==> src/rtl/gearbox_pkg.sv <==
// Shared types and constants for the 24->32 gearbox frame scheduler.
// Four 24-bit words fill exactly three 32-bit words, so frames are padded to groups of four.
package gearbox_pkg;

  localparam int W_IN  = 24;
  localparam int W_OUT = 32;
  localparam int GROUP = 4;

  typedef enum logic [2:0] {IDLE, ARB, XFER, PAD, DRAIN, GAP} state_t;

  // True when the word at 0-based index cnt closes a 4-word group.
  function automatic logic grp_end(input int unsigned cnt);
    return (cnt % GROUP) == (GROUP - 1);
  endfunction

endpackage

==> src/rtl/rr_arbiter.sv <==
// Round-robin pick: first requester at or after the pointer, wrapping. Purely combinational.
// Returns a one-hot grant, its index, and whether any request was present.
module rr_arbiter #(
  parameter int N  = 4,
  parameter int IW = $clog2(N)
) (
  input  logic [N-1:0]  i_req,
  input  logic [IW-1:0] i_ptr,
  output logic [N-1:0]  o_gnt,
  output logic [IW-1:0] o_idx,
  output logic          o_any
);

  logic [IW-1:0] w_j;

  always_comb begin
    o_gnt = '0;
    o_idx = '0;
    o_any = 1'b0;
    w_j   = '0;
    for (int k = 0; k < N; k++) begin
      w_j = IW'((int'(i_ptr) + k) % N);
      if (!o_any && i_req[w_j]) begin
        o_any       = 1'b1;
        o_idx       = w_j;
        o_gnt[w_j]  = 1'b1;
      end
    end
  end

endmodule

==> src/rtl/gearbox_frame_sched.sv <==
// Shares one 24->32 gearbox among N framed sources: round-robin grant, pad frames to 4-word groups, idle gap after each.
// Output words appear one cycle after acceptance; s_ready only toward the granted source in XFER/DRAIN.
module gearbox_frame_sched #(
  parameter int N_SRC     = 4,
  parameter int MAX_WORDS = 256,
  parameter int GAP       = 2
) (
  input  logic                                clk,
  input  logic                                reset,
  input  logic [gearbox_pkg::W_IN*N_SRC-1:0]  s_data,
  input  logic [N_SRC-1:0]                    s_valid,
  input  logic [N_SRC-1:0]                    s_last,
  output logic [N_SRC-1:0]                    s_ready,
  output logic [gearbox_pkg::W_IN-1:0]        gb_data_in,
  output logic                                gb_data_en,
  output logic                                gb_last,
  output logic [$clog2(N_SRC)-1:0]            grant_id,
  output logic                                busy,
  output logic                                err_trunc
);
  import gearbox_pkg::*;

  localparam int IW = $clog2(N_SRC);
  localparam int CW = $clog2(MAX_WORDS) + 1;
  localparam int GW = $clog2(GAP + 1);

  state_t            r_state, w_state_nxt;
  logic [IW-1:0]     r_ptr, w_ptr_nxt;
  logic [IW-1:0]     r_grant, w_grant_nxt;
  logic [N_SRC-1:0]  r_gnt_oh, w_gnt_oh_nxt;
  logic [CW-1:0]     r_cnt, w_cnt_nxt;
  logic [GW-1:0]     r_gap, w_gap_nxt;
  logic [W_IN-1:0]   r_dat, w_dat_nxt;
  logic              r_en, w_en_nxt;
  logic              r_last, w_last_nxt;
  logic              r_err, w_err_nxt;

  logic [N_SRC-1:0]  w_arb_gnt;
  logic [IW-1:0]     w_arb_idx;
  logic              w_arb_any;
  logic [W_IN-1:0]   w_sel_dat;
  logic              w_acc, w_lst, w_cnt_max;

  rr_arbiter #(.N(N_SRC), .IW(IW)) u_arb (
    .i_req (s_valid),
    .i_ptr (r_ptr),
    .o_gnt (w_arb_gnt),
    .o_idx (w_arb_idx),
    .o_any (w_arb_any)
  );

  always_comb begin
    w_sel_dat = '0;
    for (int i = 0; i < N_SRC; i++) begin
      if (r_gnt_oh[i]) w_sel_dat = s_data[i*W_IN +: W_IN];
    end
  end

  assign s_ready   = (r_state == XFER || r_state == DRAIN) ? r_gnt_oh : '0;
  assign w_acc     = |(s_valid & s_ready);
  assign w_lst     = |(s_last & r_gnt_oh);
  assign w_cnt_max = (r_cnt == CW'(MAX_WORDS - 1));

  always_comb begin
    w_state_nxt  = r_state;
    w_ptr_nxt    = r_ptr;
    w_grant_nxt  = r_grant;
    w_gnt_oh_nxt = r_gnt_oh;
    w_cnt_nxt    = r_cnt;
    w_gap_nxt    = '0;
    w_dat_nxt    = '0;
    w_en_nxt     = 1'b0;
    w_last_nxt   = 1'b0;
    w_err_nxt    = 1'b0;
    case (r_state)
      IDLE: if (|s_valid) w_state_nxt = ARB;
      ARB: begin
        w_cnt_nxt = '0;
        if (w_arb_any) begin
          w_grant_nxt  = w_arb_idx;
          w_gnt_oh_nxt = w_arb_gnt;
          w_state_nxt  = XFER;
        end else begin
          w_state_nxt = IDLE;
        end
      end
      XFER: if (w_acc) begin
        w_dat_nxt = w_sel_dat;
        w_en_nxt  = 1'b1;
        w_cnt_nxt = r_cnt + CW'(1);
        // The count limit lands on a group boundary because MAX_WORDS is a multiple of 4.
        if (w_cnt_max) begin
          w_last_nxt  = 1'b1;
          w_err_nxt   = !w_lst;
          w_state_nxt = w_lst ? gearbox_pkg::GAP : DRAIN;
        end else if (w_lst) begin
          w_last_nxt  = grp_end(int'(r_cnt));
          w_state_nxt = grp_end(int'(r_cnt)) ? gearbox_pkg::GAP : PAD;
        end
      end
      PAD: begin
        w_en_nxt  = 1'b1;
        w_cnt_nxt = r_cnt + CW'(1);
        if (grp_end(int'(r_cnt))) begin
          w_last_nxt  = 1'b1;
          w_state_nxt = gearbox_pkg::GAP;
        end
      end
      DRAIN: if (w_acc && w_lst) w_state_nxt = gearbox_pkg::GAP;
      gearbox_pkg::GAP: begin
        if (r_gap == GW'(GAP - 1)) begin
          w_ptr_nxt   = (r_grant == IW'(N_SRC - 1)) ? '0 : r_grant + IW'(1);
          w_state_nxt = (|s_valid) ? ARB : IDLE;
        end else begin
          w_gap_nxt = r_gap + GW'(1);
        end
      end
      default: w_state_nxt = IDLE;
    endcase
  end

  always_ff @(posedge clk or negedge reset) begin
    if (!reset) begin
      r_state  <= IDLE;
      r_ptr    <= '0;
      r_grant  <= '0;
      r_gnt_oh <= '0;
      r_cnt    <= '0;
      r_gap    <= '0;
      r_dat    <= '0;
      r_en     <= 1'b0;
      r_last   <= 1'b0;
      r_err    <= 1'b0;
    end else begin
      r_state  <= w_state_nxt;
      r_ptr    <= w_ptr_nxt;
      r_grant  <= w_grant_nxt;
      r_gnt_oh <= w_gnt_oh_nxt;
      r_cnt    <= w_cnt_nxt;
      r_gap    <= w_gap_nxt;
      r_dat    <= w_dat_nxt;
      r_en     <= w_en_nxt;
      r_last   <= w_last_nxt;
      r_err    <= w_err_nxt;
    end
  end

  assign gb_data_in = r_dat;
  assign gb_data_en = r_en;
  assign gb_last    = r_last;
  assign err_trunc  = r_err;
  assign grant_id   = r_grant;
  assign busy       = (r_state != IDLE);

endmodule

==> config.mk <==
export PLATFORM = sky130hd
export DESIGN_NAME = gearbox_frame_sched
export DESIGN_NICKNAME = d
export VERILOG_FILES = /design/src/rtl/gearbox_pkg.sv /design/src/rtl/rr_arbiter.sv /design/src/rtl/gearbox_frame_sched.sv
export SDC_FILE = /design/constraint.sdc
export NUM_CORES = 1
export LEC_CHECK = 0
export CORE_ASPECT_RATIO = 0.5
export CORE_MARGIN = 1.5
export CORE_UTILIZATION = 38
export DETAILED_ROUTE_END_ITERATION = 16
export GPL_TIMING_DRIVEN = 0
export PLACE_DENSITY = 0.84
export RECOVER_POWER = 50
export SKIP_LAST_GASP = 1
export SYNTH_ARGS = -nofsm -noshare
export SYNTH_HDL_FRONTEND = slang
export SYNTH_SLANG_ARGS = --single-unit
==> constraint.sdc <==
create_clock -name clk -period 2.9 [get_ports clk]
set_clock_uncertainty 0.1 [all_clocks]
set_input_delay 0.725 -clock clk [delete_from_list [all_inputs] [get_ports clk]]
set_output_delay 0.725 -clock clk [all_outputs]
set_load 0.02 [all_outputs]
# Yosys cells after proc, flatten, opt, wreduce, memory -nomap -nowiden
# Cells that the tools add are included.
[op_classes]
reduce_logical = 23
muxes = 62
n_lt_le_gt_ge = 8
bitwise_logic = 5
addsub = 6
n_eq_ne = 15
[ops]
columns = ["operator", "n"]
rows = [
  ["$mux 24", 6],
  ["$pmux 9 s3", 1],
  ["$mux 3", 8],
  ["$mux 1", 22],
  ["$mux 4", 5],
  ["$pmux 3 s6", 1],
  ["$mux 2", 8],
  ["$lt 2x3->1 const B", 4],
  ["$or 4x4->4", 3],
  ["$reduce_or 4->1", 3],
  ["$add 9x1->9 const B", 1],
  ["$eq 9x8->1 const B", 1],
  ["$mux 9", 1],
  ["$and 4x4->4", 2],
  ["$bmux 1 s2", 4],
  ["$demux 1 s2", 4],
  ["$ge 2x1->1 const B", 4],
  ["$logic_and 1x1->1", 8],
  ["$ne 2x2->1 const B", 4],
  ["$add 2x1->2 const B", 3],
  ["$eq 3x2->1 const B", 2],
  ["$eq 3x3->1 const B", 2],
  ["$reduce_and 2->1", 3],
  ["$reduce_and 6->1", 1],
  ["11 further kinds", 18],
]
[totals]
elab_cells = 129
reg_bits = 49
out_inout_bits = 34

# Depth between registers and ports, before layout
# Gate-level depths: netlist of the first run.
[logic_depth]
ltp_word = 14
ltp_mapped = 10
depth_no_buf = 8

# Hierarchy
# From an unflattened synthesis of the first run, not the netlist that was laid out.
[hier_totals]
hier_cells = 353
hier_area_um2 = 3256.9
[modules_own_cells]
columns = ["module", "n_inst", "area_per_inst_um2", "cells_per_inst"]
rows = [
  ["gearbox_frame_sched", 1, 2837.7, 308],
  ["rr_arbiter", 1, 419.2, 45],
]

# Worst setup path before layout of the first run
# OpenSTA, ideal clock, no wires.
[synth_path]
kind = "register to register"
startpoint = "register r_ptr[0]"
endpoint = "register r_grant[1], in the netlist grant_id[1]"
setup_ns = 0.082
path_buffers = 3
slack_ns = -0.187
arrival_ns = 2.905
period_less_slack_ns = 3.087
stages_incl_launch_ff = 11
cell_sequence = "dfrtp_1 > buf_6 > clkbuf_1 > inv_1 > ha_1 > clkbuf_1 > mux4_2 > nor3b_4 > a221oi_2 > or3_1 > a31oi_1"
[synth_via]
elab_chain_cells = 13
word_cells_on_any_way = 26
[synth_rtl]
columns = ["element", "line", "source"]
rows = [
  ["from (decl)", "gearbox_frame_sched.sv:28", "logic [IW-1:0] r_ptr, w_ptr_nxt;"],
  ["from (signal assigned)", "gearbox_frame_sched.sv:136", "r_ptr <= w_ptr_nxt;"],
  ["parallel branches: the longest is 13 deep, another holds $add 2x1->2", "n/a", ""],
  ["to (signal assigned)", "gearbox_frame_sched.sv:137", "r_grant <= w_grant_nxt;"],
  ["to (decl)", "gearbox_frame_sched.sv:29", "logic [IW-1:0] r_grant, w_grant_nxt;"],
]
# Parallel ways; which one is timed is not known. The select of a mux whose other input is x is not followed.
# A chain may end at the register's enable or synchronous reset.

# Worst setup path in the final report of the first run
[layout_path]
startpoint = "register r_state[1]"
endpoint = "output busy"
[layout_via]
elab_chain_cells = 1
[layout_rtl]
columns = ["element", "line", "source"]
rows = [
  ["from (decl)", "gearbox_frame_sched.sv:27", "state_t r_state, w_state_nxt;"],
  ["from (signal assigned)", "gearbox_frame_sched.sv:135", "r_state <= w_state_nxt;"],
  ["$reduce_bool 3->1", "gearbox_frame_sched.sv:153", "assign busy = (r_state != IDLE);"],
  ["to (decl)", "gearbox_frame_sched.sv:18", "output logic busy,"],
]
# No other way between the ends.

==> key figures, run 1 <==
Die
  – Die Ht: 67.5 um
  – Die ar.: 0.00892 mm^2
  – # IOs: 140
  – Initial Utilization: 39.4%
  – Row count: 23
  – Die W: 132 um
  – Core area: 0.00803 mm^2

Setup path
  – Register-to-Register Path Depth: 10
  – Element type at the critical path end: primary output
  – CP max FO: 10
  – Bufs and invs on worst path: 2
  – Crit path max-delay family: buffers and inverters
  – RR Endpoint: grant_id[1]
  – CP max-delay cell: clkdlybuf4s50_1
  – WP data required: 2080 ps
  – Crit start category: flop
  – Reg2Reg Setup Slack: 150 ps
  – RR Startpoint: r_ptr[0]
  – WS Path Type: reg -> out
  – Peak per-stage delay on the critical path: 550 ps
  – Worst EP arrival: 1990 ps
  – Cell Chain, Critical Path: clkbuf_1 -> or3_1 -> clkdlybuf4s50_1

STA
  – RSZ-0062 raised after global routing: no
  – Hold Vio Cnt, Final: 0
  – Final setup viols: 0
  – Final Critical Period: 2810 ps
  – Relative slew slack: 13.9%
  – Highest clock rate: 355 MHz
  – Hold Slack: 343 ps
  – Period utilisation layout: 97.0%
  – Worst-margin pin slew: 1290 ps
  – Final-report max-slew violation count: 0
  – Setup TNS: 0 ps

Clock tree
  – H-tree levels: 2
  – CTS tree: yes
  – CTS max path bufs: 2
  – Sink Count: 49
  – CTS root buffer: clkbuf_16
  – # hold bufs at CTS: 0
  – Clock latency at the later pin of the worst-skew pair: 290 ps
  – Number of CTS-inserted buffers: 5
  – Clk slew on worst S/H paths: 70 ps

Hold path
  – Hold WC Path Type: reg -> reg
  – Hold_sp: r_gap[0]
  – Hold-critical path endpoint: r_gap[0]
  – Hold path depth: 1

Place
  – Dpl hpwl: 8.36 mm
  – Port bufs: 136
  – GP Congestion: 0.892

Global routing
  – Vias in the first global route: 3211
  – First-pass GRT wire length: 16.2 mm
  – Grt ovf: 0
  – Largest net degree at the start of global routing: 28
  – Initial antenna violation count: 0
  – GRT Util Overall: 23.6%

Drt
  – Via-per-instance ratio: 5.66
  – Drt first pass iters: 7
  – WL final: 11.1 mm
  – Routed Antenna Nets: 0
  – DR iter-0 viols: 317
  – Average wire per standard cell: 17.7 um
  – Remaining DRCs: 0
  – Vias: 3535

Logic synthesis
  – Cell variety after synth: 43
  – Seq/Total Area, Yosys: 38.7%
  – Post-Synthesis Cells: 368
  – Ys Warns: 0
  – Net Count, Synth: 486
  – Cell Area, Synth: 0.00317 mm^2
  – Synth Register Bits: 49
  – Post-Syn Area per Cell: 8.60 um^2

Finish
  – Multi-input gate area: 0.00181 mm^2
  – Layout cells sized above 1: 7.80%
  – Layout net count: 630
  – Register area: 0.00123 mm^2
  – Area grow syn2layout: 54.0%
  – # diodes: 0
  – FILL cells: 662

Power
  – Cell Pwr Density: 886 mW/mm^2
  – Peak supply drop: 0.369 mV
  – P_leak: 2.02 nW

Status
  – Run status: complete, no violations

Run
  – Max-Cap Viols: 0
[power by group]
part | internal (mW) | leakage [nW] | switching (mW)
Sequential | 0.886 | 0.652 | 0.191
Combinational | 1.11 | 1.29 | 1.54
Clock | 0.317 | 0.0696 | 0.267
Total | 2.32 | 2.02 | 2.00
[cells by family (layout without fill, tap and decap cells)]
kind of cell	count (synthesis)	count (layout)	share of synthesized area, %
buffers and inverters	41	186	5.22
AOI/OAI and AO/OA	106	106	23.1
adders and majority gates	12	12	4.74
and+or+nand+nor	151	151	24.1
DFF	49	49	38.7
muxes	9	9	4.11
[worst register-to-register path: cells and delay by family (launching register included)]
kind	cells	cell delay, ps
buffers and inverters	4	500
flip-flops	1	400
AO/OA/AOI/OAI	2	200
multiplexers	1	600
adder cells (fa/ha/maj)	1	280
AND/OR/NAND/NOR	2	610
[state kept, by name, summed over array words and instances (netlist names)]
register and flops:
r_gap 2, r_state 3, gb_data_in 24, r_cnt 9, gb_last 1, err_trunc 1, r_ptr 2, grant_id 2
r_gnt_oh 4, gb_data_en 1
[cell type report]
| type | instances | share of cell area (%) |
|---|---|---|
| plain buffers | 31 | 3.00 |
| multi-input cells | 278 | 37.1 |
| repair buffers | 140 | 28.3 |
| well taps | 112 | 2.88 |
| inverters | 7 | 0.539 |
| flip-flops and latches | 49 | 25.2 |
| clock buffers | 5 | 2.57 |
| clock inverters | 3 | 0.359 |
[worst max-delay path by stage]
stage / start / endpoint / slack [ps] / depth (start not counted)
finish: r_state[1] / busy / 90 / 3
global route: r_ptr[0] / grant_id[1] / 10 / 10
CTS: r_ptr[0] / grant_id[1] / 20 / 10
detailed placement: r_ptr[0] / grant_id[1] / -260 / 10
global placement: reset / gb_data_in[10] / -420 / 1
floorplan: r_ptr[0] / grant_id[1] / 60 / 10
[metal layers]
layer | up-vias | share of wire [%] | global-route usage (%)
li1 | 1635 | - | -
met1 | 1705 | 41 | 30.3
met2 | 168 | 50 | 39.1
met3 | 27 | 7.3 | 6.61
met4 | 0 | 2.0 | 8.06
met5 | - | 0 | 0
[per-stage QoR]
step | instance area (um^2) | setup slack, ps | util (%) | power [mW] | cells
final | 4870 | 85.6 | 60.7 | 4.32 | 625
after CTS | 4870 | 19.7 | 60.7 | 4.27 | 624
after global routing | 4870 | 14.2 | 60.7 | 4.60 | 625
after floorplan | 3170 | 56.8 | - | 2.71 | 368
after detailed placement | 4680 | -260 | 58.3 | 3.63 | 617
after global placement | 4670 | -418 | 58.2 | 3.56 | 616
[placed cells by master (no fill, tap or decap), types with 5 or more instances in the layout]
master,n
a21oi_1,35
a221oi_1,27
a22o_1,5
and2_1,6
clkbuf_1,20
clkbuf_16,5
clkbuf_2,8
clkdlybuf4s50_1,119
dfrtp_1,46
dlygate4sd3_1,13
ha_1,12
inv_1,6
nand2_1,27
nand3_1,6
nor2_1,37
nor2b_1,28
nor3_1,28
o21ai_0,11
o22ai_1,5
[synthesized netlist by cell type]
library cell / count / area, um^2
a211o_1: 1 / 8.76
a211oi_1: 3 / 22.5
a21o_1: 1 / 7.51
a21oi_1: 36 / 180
a221oi_1: 27 / 236
a221oi_2: 1 / 15.0
a22o_1: 5 / 43.8
a22oi_1: 2 / 15.0
a31oi_1: 3 / 18.8
a32o_1: 1 / 10.0
and2_1: 7 / 43.8
and3_1: 2 / 12.5
and3b_1: 2 / 17.5
buf_1: 2 / 7.51
buf_2: 2 / 10.0
buf_6: 1 / 11.3
clkbuf_1: 28 / 105
clkbuf_2: 1 / 5.00
dfrtp_1: 49 / 1230
ha_1: 12 / 150
inv_1: 7 / 26.3
mux2_2: 2 / 22.5
mux2i_1: 4 / 40.0
mux4_2: 3 / 67.6
nand2_1: 27 / 101
nand2b_1: 5 / 31.3
nand3_1: 6 / 30.0
nor2_1: 37 / 139
nor2b_1: 28 / 175
nor3_1: 29 / 145
nor3b_1: 1 / 7.51
nor3b_4: 1 / 18.8
nor4_1: 2 / 12.5
o211ai_1: 3 / 22.5
o21a_1: 1 / 7.51
o21ai_0: 11 / 55.1
o21bai_1: 1 / 7.51
o22ai_1: 5 / 31.3
o311ai_0: 3 / 26.3
o31ai_1: 1 / 7.51
o41ai_2: 1 / 16.3
or3_1: 3 / 18.8
or3b_2: 1 / 8.76
[timing repair]
item,in CTS,in global routing
cloned,0,0
endpoints found under the setup margin,10,27
pin swaps,1,1
resized for setup,17,8
setup buffers,2,1
Note: power is estimated with default switching activity, not from simulation.
==> run 2: changes to the inputs <==
--- a/config.mk
+++ b/config.mk
@@ -10,7 +10,7 @@
 export CORE_UTILIZATION = 38
 export DETAILED_ROUTE_END_ITERATION = 16
 export GPL_TIMING_DRIVEN = 0
-export PLACE_DENSITY = 0.84
+export PLACE_DENSITY_LB_ADDON = 0.12
 export RECOVER_POWER = 50
 export SKIP_LAST_GASP = 1
 export SYNTH_ARGS = -nofsm -noshare
==> run 2 against run 1 <==
- hold slack lost 35 ps
- sequential power is essentially flat
- clock power shrank 0.9%
- fmax is essentially flat
- core utilization is essentially flat
- combinational power shrank 2%
- sequential share of layout area is essentially flat
- routed wire length shrank 7.0%
- power shrank 0.94%
- critical path type unchanged
- largest cell class unchanged
- highest routed layer unchanged
==> key figures, run 2 (synthesized netlist as in run 1, its figures left out) <==
STA
  – Highest clock rate: 355 MHz
  – Worst-margin pin slew: 972 ps
  – Hold Vio Cnt, Final: 0
  – Final Critical Period: 2810 ps
  – Worst setup margin: 86.0 ps
  – RSZ-0062 raised after global routing: no
  – Setup TNS: 0 ps
  – Final-report max-slew violation count: 0
  – Final setup viols: 0
  – Relative slew slack: 35.2%
  – Period utilisation layout: 97.0%

Power
  – P_leak: 2.00 nW
  – Pwr Total: 4.28 mW
  – Cell Pwr Density: 877 mW/mm^2
  – Sequential fraction of design power: 25.1%
  – Logic pwr share: 61.4%
  – Cell Int Power: 2.35 mW
  – Peak supply drop: 0.462 mV
  – Sw Share: 45.0%
  – Switching power total: 1.93 mW
  – Clock share of power: 13.5%

Place
  – DP Area: 0.00468 mm^2
  – Dpl hpwl: 7.68 mm
  – GP Congestion: 0.846
  – Port bufs: 136
  – Pre-CTS setup slack: -300 ps

Drt
  – WL final: 10.3 mm
  – Vias: 3314
  – Average wire per standard cell: 16.6 um
  – Routed Antenna Nets: 0
  – Via-per-instance ratio: 5.32
  – DR iter-0 viols: 118
  – Drt first pass iters: 4
  – Remaining DRCs: 0

Setup path
  – Worst EP arrival: 1990 ps
  – Cell Chain, Critical Path: clkbuf_2 -> and2_1 -> clkdlybuf4s50_1
  – Crit start category: flop
  – Element type at the critical path end: primary output
  – Crit path max-delay family: buffers and inverters
  – WS Path Type: reg -> out
  – Peak per-stage delay on the critical path: 600 ps
  – Bufs and invs on worst path: 2
  – WP data required: 2080 ps
  – CP max-delay cell: dfrtp_1
  – Reg2Reg Setup Slack: 140 ps
  – CP max FO: 12

Global routing
  – Initial antenna violation count: 0
  – Vias in the first global route: 3015
  – Largest net degree at the start of global routing: 40
  – GRT Util Overall: 23.0%
  – Grt ovf: 0
  – First-pass GRT wire length: 15.9 mm

Die
  – Row count: 23
  – # IOs: 140
  – Die Ht: 67.5 um
  – Core area: 0.00803 mm^2
  – Initial Utilization: 39.4%
  – Die W: 132 um
  – Die ar.: 0.00892 mm^2

Clock tree
  – CTS root buffer: clkbuf_16
  – H-tree levels: 2
  – Clk slew on worst S/H paths: 60 ps
  – Sink Count: 49
  – Clock latency at the later pin of the worst-skew pair: 300 ps
  – CTS tree: yes
  – # hold bufs at CTS: 0
  – CTS max path bufs: 2
  – Number of CTS-inserted buffers: 5

Status
  – Run status: complete, no violations

Finish
  – # diodes: 0
  – Commonest non-fill, non-tap cell in the layout: clkdlybuf4s50_1
  – Layout cells sized above 1: 7.63%
  – Layout net count: 628
  – Max reg flops: 24
  – Commonest cells after routing, fill and taps aside: clkdlybuf4s50_1, dfrtp_1, nor2_1
  – Design area: 0.00488 mm^2
  – Area grow syn2layout: 54.0%

Run
  – Max-Cap Viols: 0

Hold path
  – Hold WC Path Type: in -> async
run 2: final cells by class:
type / instances / area, um^2
repair buffers: 139 / 1380
fillers: 730 / 3150
clock buffers: 8 / 136
well taps: 112 / 140
flip-flops and latches: 49 / 1230
plain buffers: 30 / 158
inverters: 7 / 26.3
multi-input cells: 278 / 1810
run 2: path summary, 6_finish.rpt:
check | from | to | cells past startpoint
setup / recovery | r_gnt_oh[1] | s_ready[1] | 3
hold / removal | reset | gb_data_in[12] | 1
setup reg to reg | r_ptr[0] | grant_id[1] | 10
hold reg to reg | r_gap[0] | r_gap[0] | 1
max in group asynchronous | reset | r_ptr[0] | 2
min in group clk | r_gap[0] | r_gap[0] | 1
run 2: metrics by stage:
step | cells | util [%] | hold slack [ps]
floorplan | 368 | - | 303
global placement | 616 | 58.2 | 311
detailed placement | 617 | 58.3 | 316
CTS | 624 | 60.8 | 211
global route | 623 | 60.7 | 359
finish | 623 | 60.7 | 307
run 2: per-layer routing:
layer / vias to the layer above / GRT usage (%) / routed length [um]
met5: - / 0 / 0
met4: 0 / 5.42 / 107
met3: 9 / 5.48 / 639
met2: 90 / 39.7 / 4780
met1: 1586 / 29.8 / 4800
li1: 1629 / - / -
run 2: timing repair:
action / in CTS / in global routing
setup endpoints to repair: 10 / 28
resized for setup: 17 / 14
pin swaps: 2 / 2
setup buffers: 2 / 0
run 2: power by group through the flow:
stage               clock (mW)  sequential [mW]  combinational (mW)
finish                   0.579             1.07                2.62
global route             0.616             1.11                2.88
CTS                      0.592             1.06                2.64
detailed placement           0             1.02                2.59
global placement             0             1.01                2.57
floorplan                    0             1.13                1.58
==> run 3: changes to the inputs <==
--- a/config.mk
+++ b/config.mk
@@ -10,6 +10,7 @@
 export CORE_UTILIZATION = 38
 export DETAILED_ROUTE_END_ITERATION = 16
 export GPL_TIMING_DRIVEN = 0
+export HOLD_SLACK_MARGIN = 0.06
 export PLACE_DENSITY_LB_ADDON = 0.12
 export RECOVER_POWER = 50
 export SKIP_LAST_GASP = 1
==> results of run 3 <==
The final DEF is identical to that of run 2; final timing and power are the same.
